**src/rtl/reset_sequencer_pkg.sv**
```systemverilog
// Shared state encodings and default parameter values for the reset sequencer.
package reset_sequencer_pkg;

  localparam int DEF_SYNC_STAGES    = 2;
  localparam int DEF_STRETCH_CYCLES = 4;

  typedef enum logic [1:0] {
    ST_SYNC    = 2'd0,
    ST_STRETCH = 2'd1,
    ST_RUN     = 2'd2,
    ST_SW_RST  = 2'd3
  } state_t;

endpackage

```
**src/rtl/reset_sequencer_sync.sv**
```systemverilog
// Asynchronous-assert, synchronous-deassert reset chain.
module reset_sync
  import reset_sequencer_pkg::*;
#(
  parameter int SYNC_STAGES = DEF_SYNC_STAGES
) (
  input  logic i_clk,
  input  logic i_rstn,
  output logic o_rstn_sync
);

  logic [SYNC_STAGES-1:0] chain;

  always_ff @(posedge i_clk or negedge i_rstn) begin
    if (!i_rstn) begin
      chain <= '0;
    end else begin
      chain <= {chain[SYNC_STAGES-2:0], 1'b1};
    end
  end

  assign o_rstn_sync = chain[SYNC_STAGES-1];

endmodule

```
**src/rtl/reset_sequencer.sv**
```systemverilog
// Reset sequencer: synchronizes and stretches the board reset, and services
// software reset requests and hold with registered, glitch-free reset outputs.
//
// state      | meaning
// ST_SYNC    | waiting for the synchronized reset to deassert
// ST_STRETCH | holding reset for STRETCH_CYCLES after synchronization
// ST_RUN     | reset released, downstream logic running
// ST_SW_RST  | software- or hold-initiated reset in progress
module reset_sequencer
  import reset_sequencer_pkg::*;
#(
  parameter int SYNC_STAGES    = DEF_SYNC_STAGES,
  parameter int STRETCH_CYCLES = DEF_STRETCH_CYCLES
) (
  input  logic       i_clk,
  input  logic       i_rstn,
  input  logic       i_sw_rst_req,
  input  logic       i_hold,
  output logic       o_rstn,
  output logic       o_rst,
  output logic       o_sw_rst_ack,
  output logic [1:0] o_state
);

  localparam int               CNT_W    = $clog2(STRETCH_CYCLES + 1);
  localparam logic [CNT_W-1:0] CNT_LAST = CNT_W'(STRETCH_CYCLES - 1);

  state_t           state;
  logic [CNT_W-1:0] cnt;
  logic             req_d;
  logic             req_edge;
  logic             sw_pending;
  logic             rstn_sync;

  reset_sync #(
    .SYNC_STAGES(SYNC_STAGES)
  ) u_reset_sync (
    .i_clk      (i_clk),
    .i_rstn     (i_rstn),
    .o_rstn_sync(rstn_sync)
  );

  assign req_edge = i_sw_rst_req & ~req_d;
  assign o_state  = state;

  // req_d resets high so a request already asserted at reset release is not
  // mistaken for a fresh edge.
  always_ff @(posedge i_clk or negedge i_rstn) begin
    if (!i_rstn) begin
      state        <= ST_SYNC;
      cnt          <= '0;
      req_d        <= 1'b1;
      sw_pending   <= 1'b0;
      o_rstn       <= 1'b0;
      o_rst        <= 1'b1;
      o_sw_rst_ack <= 1'b0;
    end else begin
      req_d        <= i_sw_rst_req;
      o_sw_rst_ack <= 1'b0;
      case (state)
        ST_SYNC: begin
          if (rstn_sync) begin
            state <= ST_STRETCH;
            cnt   <= '0;
          end
        end
        ST_STRETCH, ST_SW_RST: begin
          if (i_hold) begin
            cnt <= '0;
          end else if (cnt == CNT_LAST) begin
            state        <= ST_RUN;
            cnt          <= '0;
            o_rstn       <= 1'b1;
            o_rst        <= 1'b0;
            o_sw_rst_ack <= sw_pending;
            sw_pending   <= 1'b0;
          end else begin
            cnt <= cnt + 1'b1;
          end
        end
        ST_RUN: begin
          // A request edge wins over hold so the requester still gets its ack.
          if (req_edge || i_hold) begin
            state      <= ST_SW_RST;
            cnt        <= '0;
            sw_pending <= req_edge;
            o_rstn     <= 1'b0;
            o_rst      <= 1'b1;
          end
        end
      endcase
    end
  end

endmodule

```
**config.mk**
```make
export PLATFORM = sky130hd
export DESIGN_NAME = reset_sequencer
export DESIGN_NICKNAME = d
export VERILOG_FILES = /design/src/rtl/reset_sequencer_pkg.sv /design/src/rtl/reset_sequencer_sync.sv /design/src/rtl/reset_sequencer.sv
export SDC_FILE = /design/constraint.sdc
export NUM_CORES = 1
export LEC_CHECK = 0
export CAP_MARGIN = 20
export CORE_AREA = 2 2 39 41
export DETAILED_ROUTE_END_ITERATION = 6
export DIE_AREA = 0 0 41 43
export GPL_TIMING_DRIVEN = 0
export PLACE_DENSITY = 0.69
export SYNTH_ARGS = -nofsm -noshare
export SYNTH_HDL_FRONTEND = slang
export SYNTH_HIERARCHICAL = 1
export SYNTH_SLANG_ARGS = --single-unit
```
**constraint.sdc**
```tcl
create_clock -name i_clk -period 1.3 [get_ports i_clk]
set_clock_uncertainty 0.05 [all_clocks]
set_input_delay 0.26 -clock i_clk [delete_from_list [all_inputs] [get_ports i_clk]]
set_output_delay 0.26 -clock i_clk [all_outputs]
set_load 0.02 [all_outputs]
```
# Word level (Yosys, flattened, before mapping)
# Index checks and enable logic that the tools add are counted.
[classes] add_sub_neg=1 eq_ne=8 muxes=23 bitwise_logic=2 reduce_logical=7
[op_table] operator="2-to-1 mux 3 bit" count=4
[op_table] operator="2-to-1 mux 1 bit" count=10
[op_table] operator="one-hot mux 3 bit (3 select lines)" count=1
[op_table] operator="2-to-1 mux 2 bit" count=4
[op_table] operator="AND reduction 4 bit" count=2
[op_table] operator="inequality test 2 bit (second input constant)" count=3
[op_table] operator="one-hot mux 1 bit (2 select lines)" count=3
[op_table] operator="one-hot mux 2 bit (3 select lines)" count=1
[op_table] operator="equality test 2 bit (second input constant)" count=2
[op_table] operator="adder 3 x 1 -> 3 bit (second input constant)" count=1
[op_table] operator="equality test 3 x 2 -> 1 bit (second input constant)" count=1
[op_table] operator="equality test 2 x 1 -> 1 bit (second input constant)" count=1
[op_table] operator="zero test 2 bit" count=1
[op_table] operator="inequality test 2 x 1 -> 1 bit (second input constant)" count=1
[op_table] operator="AND reduction 2 bit" count=1
[op_table] operator="nonzero test 2 bit" count=1
[op_table] operator="OR reduction 2 bit" count=1
[op_table] operator="AND 1 bit" count=1
[op_table] operator="logical OR 1 bit" count=1
[op_table] operator="NOT 1 bit" count=1
[totals] regBits=12 inputBits=4 output_inout_bits=5 wordCells=49

# Depth between registers and ports, before layout
# Gate-level depths: netlist (run 1).
[logic_depth] depth_word=5 mapped_depth=3 ltp_nobuf=3

# Modules after synthesis
# The synthesis (run 1) kept the hierarchy.
[modules_own_cells] mod="reset_sequencer" instances=1 cells_each=37 area_each_um2=422.9
[modules_own_cells] mod="reset_sync" instances=1 cells_each=3 area_each_um2=53.8

# Worst setup path after synthesis (run 1)
# No wires, ideal clock.
[synth_path] kind="flip-flop to flip-flop" startpoint="register state[0] (netlist: o_state[0])" endpoint="register state[1] (netlist: o_state[1])" arrival_ns=1.016 setup_slack_ns=0.110 path_stages_with_launch=4 n_path_buf=0 synth_period_minus_slack_ns=1.190 cell_sequence="dfrtp_1 > nor2b_1 > and3b_1 > or2_1"
[synth_between] elab_chain_cells=4
[synth_lines] item="from (decl)" line="reset_sequencer.sv:28" text="state_t state;"
[synth_lines] item="from (signal assigned)" line="reset_sequencer.sv:50" text="state <= ST_SYNC;"
[synth_lines] item="from (signal assigned)" line="reset_sequencer.sv:63" text="state <= ST_STRETCH;"
[synth_lines] item="from (signal assigned)" line="reset_sequencer.sv:71" text="state <= ST_RUN;"
[synth_lines] item="equality test 2 x 1 -> 1 bit / equality test 2 bit (equally long branches)" line="reset_sequencer.sv:60" text="case (state)"
[synth_lines] item="OR reduction 2 bit" line="reset_sequencer.sv:60"
[synth_lines] item="inequality test 2 bit (no line)"
[synth_lines] item="AND reduction 4 bit (no line)"
# Parallel ways exist; a longest one is shown, timed or not.
# A chain may end at the register's enable or synchronous reset.

# Worst setup path in the final report (run 1)
[layout_path] startpoint="input i_sw_rst_req" endpoint="register cnt[1]"
[layout_between] elab_chain_cells=4
[layout_lines] item="from (decl)" line="reset_sequencer.sv:17" text="input logic i_sw_rst_req,"
[layout_lines] item="AND 1 bit" line="reset_sequencer.sv:43" text="assign req_edge = i_sw_rst_req & ~req_d;"
[layout_lines] item="logical OR 1 bit" line="reset_sequencer.sv:83" text="if (req_edge || i_hold) begin"
[layout_lines] item="inequality test 2 bit (no line)"
[layout_lines] item="AND reduction 2 bit (no line)"
[layout_lines] item="to (signal assigned)" line="reset_sequencer.sv:78" text="cnt <= cnt + 1'b1;"
[layout_lines] item="to (decl)" line="reset_sequencer.sv:29" text="logic [CNT_W-1:0] cnt;"
# Every way passes these cells.

==> impl_metrics.prom, run 1 <==
# TYPE chip_impl_metric gauge
chip_impl_metric{name="yosysWarningCount",unit=""} 6
chip_impl_metric{name="crit_path_max_fo",unit=""} 3
chip_impl_info{name="r2r_start",value="o_state[1]"} 1
chip_impl_info{name="synth_top_family_by_area",value="simple AND/OR/NAND/NOR gates"} 1
chip_impl_metric{name="boundaryPins",unit=""} 9
chip_impl_metric{name="postSynthCellCount",unit=""} 40
chip_impl_metric{name="antenna_cells_inserted",unit=""} 0
chip_impl_metric{name="post_synth_net_total",unit=""} 45
chip_impl_metric{name="first_pass_grt_wire_length",unit="µm"} 1338
chip_impl_metric{name="final_layout_size_suffix_gt1_share",unit="%"} 24.53
chip_impl_metric{name="layout.cell_area.non_filler",unit="µm²"} 606.8
chip_impl_metric{name="layout.filler_cells",unit=""} 137
chip_impl_metric{name="p_sw",unit="mW"} 0.3492
chip_impl_metric{name="cts_htree_levels",unit=""} 1
chip_impl_metric{name="drt-initial-drc-count",unit=""} 3
chip_impl_metric{name="grt_antenna_before_repair",unit=""} 0
chip_impl_info{name="run_status",value="finished, final reports clean"} 1
chip_impl_metric{name="totalWireLength",unit="µm"} 831
chip_impl_metric{name="final_util",unit="%"} 43.85
chip_impl_info{name="kind_of_launch_point_of_the_worst_setup_path",value="input port"} 1
chip_impl_metric{name="dp_hpwl",unit="µm"} 600.1
chip_impl_metric{name="globalRouteOverflowTotal",unit=""} 0
chip_impl_metric{name="dr_total_vias",unit=""} 336
chip_impl_metric{name="timing_worst_slew_pin_value",unit="ns"} 0.5492
chip_impl_info{name="synth_area_leader_cell",value="dfrtp_1"} 1
chip_impl_metric{name="achievable-frequency",unit="GHz"} 0.7977
chip_impl_metric{name="seq_power_share",unit="%"} 46.9
chip_impl_metric{name="die_h",unit="µm"} 43
chip_impl_metric{name="power.total",unit="mW"} 1.129
chip_impl_metric{name="cts-root-to-sink-buffers",unit=""} 2
chip_impl_metric{name="placement.cell_area",unit="µm²"} 576.8
chip_impl_metric{name="largest_net_degree_at_the_start_of_global_routing",unit=""} 13
chip_impl_metric{name="synth_compound_gate_area_share",unit="%"} 15.22
chip_impl_metric{name="synth_sequential_area_ratio",unit="%"} 63.52
chip_impl_metric{name="power_density_of_the_placed_cells",unit="nW/µm²"} 1860
chip_impl_metric{name="ys_seq_elements",unit=""} 12
chip_impl_metric{name="rr_worst_depth",unit=""} 4
chip_impl_metric{name="data_required_critical_path",unit="ns"} 1.40
chip_impl_metric{name="critical_path_arrival",unit="ns"} 1.36
chip_impl_metric{name="clk_latency",unit="ns"} 0.27
chip_impl_metric{name="placed_cells",unit=""} 64
chip_impl_info{name="worst_setup_path_end_kind",value="register"} 1
chip_impl_metric{name="clkTransAtPathRegs",unit="ns"} 0.08
chip_impl_metric{name="die_width",unit="µm"} 41
chip_impl_metric{name="detailedRoute.firstPassIterationCount",unit=""} 4
chip_impl_metric{name="muxShareOfSynthArea",unit="%"} 0
chip_impl_metric{name="flow.area_growth_from_synthesis",unit="%"} 27.30
chip_impl_metric{name="cts_made_buffers",unit=""} 3
chip_impl_metric{name="place.gp.congestion",unit=""} 0.6492
chip_impl_metric{name="routedWlPerCell",unit="µm"} 12.04
chip_impl_metric{name="final.period_utilization",unit="%"} 96.44
chip_impl_metric{name="setup_tns",unit="ns"} 0
chip_impl_metric{name="setup_ws",unit="ns"} 0.04634
chip_impl_metric{name="synth.cell_area",unit="µm²"} 476.7
chip_impl_metric{name="total_leakage_power",unit="nW"} 0.2842
chip_impl_metric{name="slew_limit_fails",unit=""} 0
chip_impl_info{name="crit_start",value="i_sw_rst_req"} 1
chip_impl_metric{name="clock_power_share",unit="%"} 25.8
chip_impl_metric{name="shortest_clock_period_the_worst_path_allows_after_layout",unit="ns"} 1.254
chip_impl_metric{name="grt_util_all_layers",unit="%"} 11.70
chip_impl_metric{name="floorplan.initialDensity",unit="%"} 34.45
chip_impl_info{name="hold_class",value="input port to asynchronous set/reset pin"} 1
chip_impl_metric{name="layoutNonFillerInstCount",unit=""} 69
chip_impl_metric{name="drt-vias-per-instance",unit=""} 4.870
chip_impl_metric{name="power.share.combinational",unit="%"} 27.3
chip_impl_metric{name="synth-xor-area-share",unit="%"} 0
chip_impl_metric{name="row_count",unit=""} 14
chip_impl_metric{name="detail-route-antenna-nets",unit=""} 0
chip_impl_metric{name="max_cap_violations",unit=""} 0
chip_impl_metric{name="hold_violations",unit=""} 0
chip_impl_info{name="worst-setup-path-type",value="input port to register"} 1
chip_impl_metric{name="switching_share",unit="%"} 30.94
chip_impl_metric{name="core_region_area",unit="µm²"} 1384
chip_impl_metric{name="ir_drop",unit="mV"} 0.5774
chip_impl_metric{name="nNetsFinal",unit=""} 59
chip_impl_metric{name="post_synth_num_cell_types",unit=""} 22
chip_impl_metric{name="synthSimpleGateAreaFrac",unit="%"} 15.49
chip_impl_metric{name="placement.setup.worst_slack",unit="ns"} -0.2676
chip_impl_metric{name="grt_pass1_vias",unit=""} 318
chip_impl_metric{name="synth_area_in_adders",unit="%"} 2.625
chip_impl_info{name="tritoncts",value="yes"} 1
chip_impl_metric{name="post_synth.cell_area_avg",unit="µm²"} 11.92
chip_impl_metric{name="post-route-drc-count",unit=""} 0
chip_impl_metric{name="yosys.area.top_type_share",unit="%"} 52.49
chip_impl_info{name="rsz0062_at_grt",value="false"} 1
chip_impl_metric{name="clock-sinks",unit=""} 12
chip_impl_info{name="synthTopCellsByArea",value="dfrtp_1, dfstp_2, nor3_1"} 1
chip_impl_metric{name="power.internal",unit="mW"} 0.7794
chip_impl_metric{name="port_buffers",unit=""} 8
chip_impl_info{name="clock-root-buffer",value="clkbuf_4"} 1
chip_impl_metric{name="timing.final.setup_violations",unit=""} 0
chip_impl_metric{name="final.hold.worst_slack",unit="ns"} 0.2933
chip_impl_metric{name="timing.slew.headroom",unit="%"} 63.27
chip_impl_metric{name="dieArea",unit="µm²"} 1763
layout make-up:
class,count,area (µm²),area share (%)
clock buffer,4,36.28,5.979
timing repair buffer,9,72.57,11.96
tap,16,20.02,3.299
sequential,12,302.8,49.90
inverter,3,11.26,1.856
multi-input combinational,25,163.9,27.01
Yosys cell counts (all sizes together):
cell type and n:
a21oi 2, and2 1, or2 1, dfstp 2, dfrtp 10, nand2 1, nor3 4, conb 1
ha 1, a31o 2, and3b 1, nor2 1, o21a 1, a32o 1, o21ai 1, nand2b 2
o22ai 1, inv 3, a21o 1, nor2b 2, o31a 1
worst max-delay path, cell delays in order:
cell	delay, ns
clkdlybuf4s50_1	0.49
nand2b_1	0.09
a31o_1	0.26
a32o_1	0.26
final timing paths:
| kind | to | slack (ns) |
|---|---|---|
| max in group asynchronous | req_d | 0.54 |
| hold reg to reg | u_reset_sync/chain[1] | 0.30 |
| setup / recovery | cnt[1] | 0.05 |
| hold / removal | o_state[1] | 0.29 |
| setup reg to reg | cnt[2] | 0.08 |
| min in group i_clk | u_reset_sync/chain[1] | 0.30 |
logic make-up after synthesis:
logic type      after synthesis
compound gates               10
fa+ha+maj                     1
buf+inv                       3
flops                        12
other cells                   1
simple gates                 13
metal layers:
layer	vias up	share of wire (%)	track usage, %
li1	162	-	-
met3	0	6.5	4.712
met1	164	42	14.43
met4	0	0	6.000
met2	10	51	16.88
met5	-	0	0
sequential cells by signal, indices dropped and copies added, names as in the netlist:
register / count
cnt: 3
o_state: 2
u_reset_sync/chain: 2
o_rst: 1
o_rstn: 1
o_sw_rst_ack: 1
req_d: 1
sw_pending: 1
cell usage in the layout (no fill, tap or decap):
master	count
a21o_1	1
a21oi_1	2
a31o_1	2
a32o_1	1
and2_1	1
and3b_2	1
buf_2	2
buf_4	2
clkbuf_2	1
clkbuf_4	3
clkbuf_8	1
clkdlybuf4s15_1	1
clkdlybuf4s50_1	2
conb_1	1
dfrtp_1	10
dfstp_2	2
dlymetal6s2s_1	1
ha_1	1
inv_1	2
inv_2	1
nand2_1	1
nand2b_1	2
nor2_1	1
nor2b_1	2
nor3_1	4
o21a_1	1
o21ai_0	1
o22ai_1	1
o31a_1	1
or2_1	1
power by group through the flow:
stage	registers [mW]	clock network [mW]	logic, mW
final	0.529	0.291	0.308
after global routing	0.542	0.332	0.337
after CTS	0.530	0.302	0.294
after detailed placement	0.540	0	0.327
after global placement	0.535	0	0.321
after floorplan	0.594	0	0.118
what timing repair did:
| action | CTS | global route |
|---|---|---|
| hold buffers | 0 | 0 |
| endpoints found under the setup margin | 5 | 7 |
| resized for setup | 12 | 8 |
| setup buffers | 0 | 1 |
Note: power is estimated with default switching activity, not from simulation.
==> run 2, diff against run 1 <==
--- a/constraint.sdc
+++ b/constraint.sdc
@@ -3,3 +3,3 @@
 set_input_delay 0.26 -clock i_clk [delete_from_list [all_inputs] [get_ports i_clk]]
 set_output_delay 0.26 -clock i_clk [all_outputs]
-set_load 0.02 [all_outputs]
+set_load 0.005 [all_outputs]
==> run 2 against run 1 <==
Core utilization rose by 1.1 points. Hold slack worse by 0.0032 ns. Non-clock buffer count grew 1. Via count grew 0.30%. Die area did not move. Final cell count increased by 1.4%. Fmax shrank 0.13%. Global-route usage up 0.20 points. Cell area up 2.5%. Sequential share of layout area is 1.2 points lower. Highest routed layer is now met4.
==> impl_metrics.prom, run 2 (same netlist as run 1, synthesis figures left out) <==
# TYPE chip_impl_metric gauge
chip_impl_metric{name="power.share.combinational",unit="%"} 24.7
chip_impl_info{name="worst_setup_path_end_kind",value="register"} 1
chip_impl_info{name="worst_path_max_delay_cell",value="dfrtp_1"} 1
chip_impl_metric{name="die_width",unit="µm"} 41
chip_impl_metric{name="nNetsFinal",unit=""} 60
chip_impl_metric{name="timing_worst_slew_pin_value",unit="ns"} 0.5430
chip_impl_metric{name="area_occupied_by_multi_input_gates",unit="µm²"} 163.9
chip_impl_metric{name="antenna_cells_inserted",unit=""} 0
chip_impl_metric{name="first_pass_grt_wire_length",unit="µm"} 1366
chip_impl_info{name="critical_path.cell_chain",value="buf_4 > nor2b_1 > and3b_2 > or2_1"} 1
chip_impl_info{name="rsz0062_at_grt",value="true"} 1
chip_impl_metric{name="slew_limit_fails",unit=""} 0
chip_impl_metric{name="p_sw",unit="mW"} 0.2850
chip_impl_metric{name="flow.area_growth_from_synthesis",unit="%"} 30.45
chip_impl_metric{name="post-route-drc-count",unit=""} 0
chip_impl_metric{name="grt_pass1_vias",unit=""} 324
chip_impl_metric{name="final_layout_size_suffix_gt1_share",unit="%"} 20.37
chip_impl_metric{name="power.internal",unit="mW"} 0.7847
chip_impl_metric{name="place.gp.congestion",unit=""} 0.6492
chip_impl_info{name="most-common-layout-cells",value="dfrtp_1, nor3_1, dlygate4sd2_1"} 1
chip_impl_metric{name="cts_made_buffers",unit=""} 3
chip_impl_metric{name="r2r_setup_slk",unit="ns"} 0.04
chip_impl_metric{name="clock-sinks",unit=""} 12
chip_impl_metric{name="ir_drop",unit="mV"} 0.5895
chip_impl_metric{name="detail-route-antenna-nets",unit=""} 0
chip_impl_metric{name="total_leakage_power",unit="nW"} 0.2931
chip_impl_metric{name="hold_violations",unit=""} 0
chip_impl_metric{name="switching_share",unit="%"} 26.65
chip_impl_metric{name="drt-initial-drc-count",unit=""} 3
chip_impl_metric{name="boundaryPins",unit=""} 9
chip_impl_metric{name="clk_latency",unit="ns"} 0.27
chip_impl_info{name="largest-register",value="cnt"} 1
chip_impl_metric{name="port_buffers",unit=""} 8
chip_impl_info{name="tritoncts",value="yes"} 1
chip_impl_metric{name="cts_hold_repair.buffers",unit=""} 0
chip_impl_metric{name="critPathMaxStageDelay",unit="ns"} 0.37
chip_impl_metric{name="cts_htree_levels",unit=""} 1
chip_impl_info{name="hold_class",value="input port to asynchronous set/reset pin"} 1
chip_impl_metric{name="max_cap_violations",unit=""} 0
chip_impl_info{name="run_status",value="finished, final reports clean"} 1
chip_impl_info{name="worst-setup-path-type",value="register to register"} 1
chip_impl_metric{name="achievable-frequency",unit="GHz"} 0.7966
chip_impl_metric{name="layout.cell_area.non_filler",unit="µm²"} 621.8
chip_impl_metric{name="dp_hpwl",unit="µm"} 600.1
chip_impl_metric{name="globalRouteOverflowTotal",unit=""} 0
chip_impl_metric{name="final_util",unit="%"} 44.94
chip_impl_metric{name="dieArea",unit="µm²"} 1763
chip_impl_metric{name="clkTransAtPathRegs",unit="ns"} 0.08
chip_impl_metric{name="core_region_area",unit="µm²"} 1384
chip_impl_metric{name="final.period_utilization",unit="%"} 96.57
chip_impl_metric{name="grt_antenna_before_repair",unit=""} 0
chip_impl_metric{name="detailedRoute.firstPassIterationCount",unit=""} 4
chip_impl_metric{name="placement.cell_area",unit="µm²"} 576.8
chip_impl_metric{name="dr_total_vias",unit=""} 337
chip_impl_metric{name="crit_path_max_fo",unit=""} 6
chip_impl_metric{name="worstPathBufferInverterCount",unit=""} 1
chip_impl_metric{name="layout.filler_cells",unit=""} 134
chip_impl_info{name="mostFrequentLayoutCell",value="dfrtp_1"} 1
chip_impl_metric{name="totalWireLength",unit="µm"} 823
chip_impl_metric{name="grt_util_all_layers",unit="%"} 11.90
chip_impl_info{name="clock-root-buffer",value="clkbuf_4"} 1
chip_impl_metric{name="largest_register_ff_count",unit=""} 3
chip_impl_metric{name="die_h",unit="µm"} 43
chip_impl_metric{name="ff_latch_area",unit="µm²"} 302.8
chip_impl_info{name="timing.critical_path.max_delay_family",value="simple AND/OR/NAND/NOR gates"} 1
chip_impl_metric{name="seq_power_share",unit="%"} 48.0
chip_impl_metric{name="power_density_of_the_placed_cells",unit="nW/µm²"} 1720
chip_impl_metric{name="floorplan.initialDensity",unit="%"} 34.45
chip_impl_metric{name="drt-vias-per-instance",unit=""} 4.814
chip_impl_metric{name="final.hold.worst_slack",unit="ns"} 0.2901
chip_impl_metric{name="timing.slew.headroom",unit="%"} 63.68
chip_impl_metric{name="clock_power_share",unit="%"} 27.3
chip_impl_metric{name="shortest_clock_period_the_worst_path_allows_after_layout",unit="ns"} 1.255
chip_impl_info{name="kind_of_launch_point_of_the_worst_setup_path",value="register"} 1
chip_impl_metric{name="largest_net_degree_at_the_start_of_global_routing",unit=""} 13
chip_impl_metric{name="row_count",unit=""} 14
chip_impl_metric{name="cts-root-to-sink-buffers",unit=""} 2
chip_impl_metric{name="timing.final.setup_violations",unit=""} 0
chip_impl_metric{name="routedWlPerCell",unit="µm"} 11.76
chip_impl_metric{name="critical_path_arrival",unit="ns"} 1.37
chip_impl_metric{name="data_required_critical_path",unit="ns"} 1.41
[run 2: cell count changes in the layout (fill, tap and decap cells not counted)]
cell / before / now
buf_2: 2 / 1
clkdlybuf4s15_1: 1 / 0
clkbuf_2: 1 / 0
dlygate4sd2_1: 0 / 4
[run 2: routing by layer]
metal / GRT usage (%) / wire length [µm]
met2: 17.19 / 422
met1: 14.77 / 340
met3: 4.712 / 53
met5: 0 / 0
met4: 6.000 / 7
[run 2: what timing repair did]
| item | CTS | global route |
|---|---|---|
| setup endpoints to repair | 5 | 2 |
| setup buffers | 2 | 0 |
| endpoints found under the hold margin | 0 | 0 |
| resized for setup | 8 | 2 |
[run 2: power groups by stage]
stage / registers (mW) / clock network, mW / logic, mW
2_1_floorplan: 0.534 / 0 / 0.118
3_3_place_gp: 0.535 / 0 / 0.260
3_5_place_dp: 0.540 / 0 / 0.266
4_1_cts: 0.515 / 0.302 / 0.268
5_1_grt: 0.526 / 0.332 / 0.299
6_report: 0.514 / 0.292 / 0.265
[run 2: worst paths after layout]
kind,startpoint,endpoint,cells after the start
setup / recovery,o_state[0],o_state[1],4
hold / removal,i_rstn,o_state[1],1
setup reg to reg,o_state[0],o_state[1],4
hold reg to reg,u_reset_sync/chain[0],u_reset_sync/chain[1],0
max in group asynchronous,i_rstn,req_d,1
min in group i_clk,u_reset_sync/chain[0],u_reset_sync/chain[1],0
[run 2: worst reg2reg max path: cells and delay by family, from the launching register on]
kind / cells / cell delay [ns]
buffers and inverters: 1 / 0.14
DFF: 1 / 0.37
and+or+nand+nor: 3 / 0.59
[run 2: area by class of cell]
| cell class | count | share of cell area, % |
|---|---|---|
| sequential | 12 | 48.69 |
| multi-input combinational | 25 | 26.36 |
| timing repair buffer | 10 | 14.08 |
| clock buffer | 4 | 5.835 |
| tap | 16 | 3.219 |
| inverter | 3 | 1.811 |
[run 2: through the flow]
| step | std cells | setup slack (ns) | TNS, ns | power, mW |
|---|---|---|---|---|
| final | 70 | 0.04465 | 0 | 1.070 |
| after global routing | 70 | -0.01955 | -0.01955 | 1.156 |
| after CTS | 70 | 0.01633 | 0 | 1.084 |
| after detailed placement | 64 | -0.2676 | -1.891 | 0.8052 |
| after global placement | 64 | -0.2707 | -1.971 | 0.7946 |
| after floorplan | 40 | 0.1451 | 0 | 0.6516 |
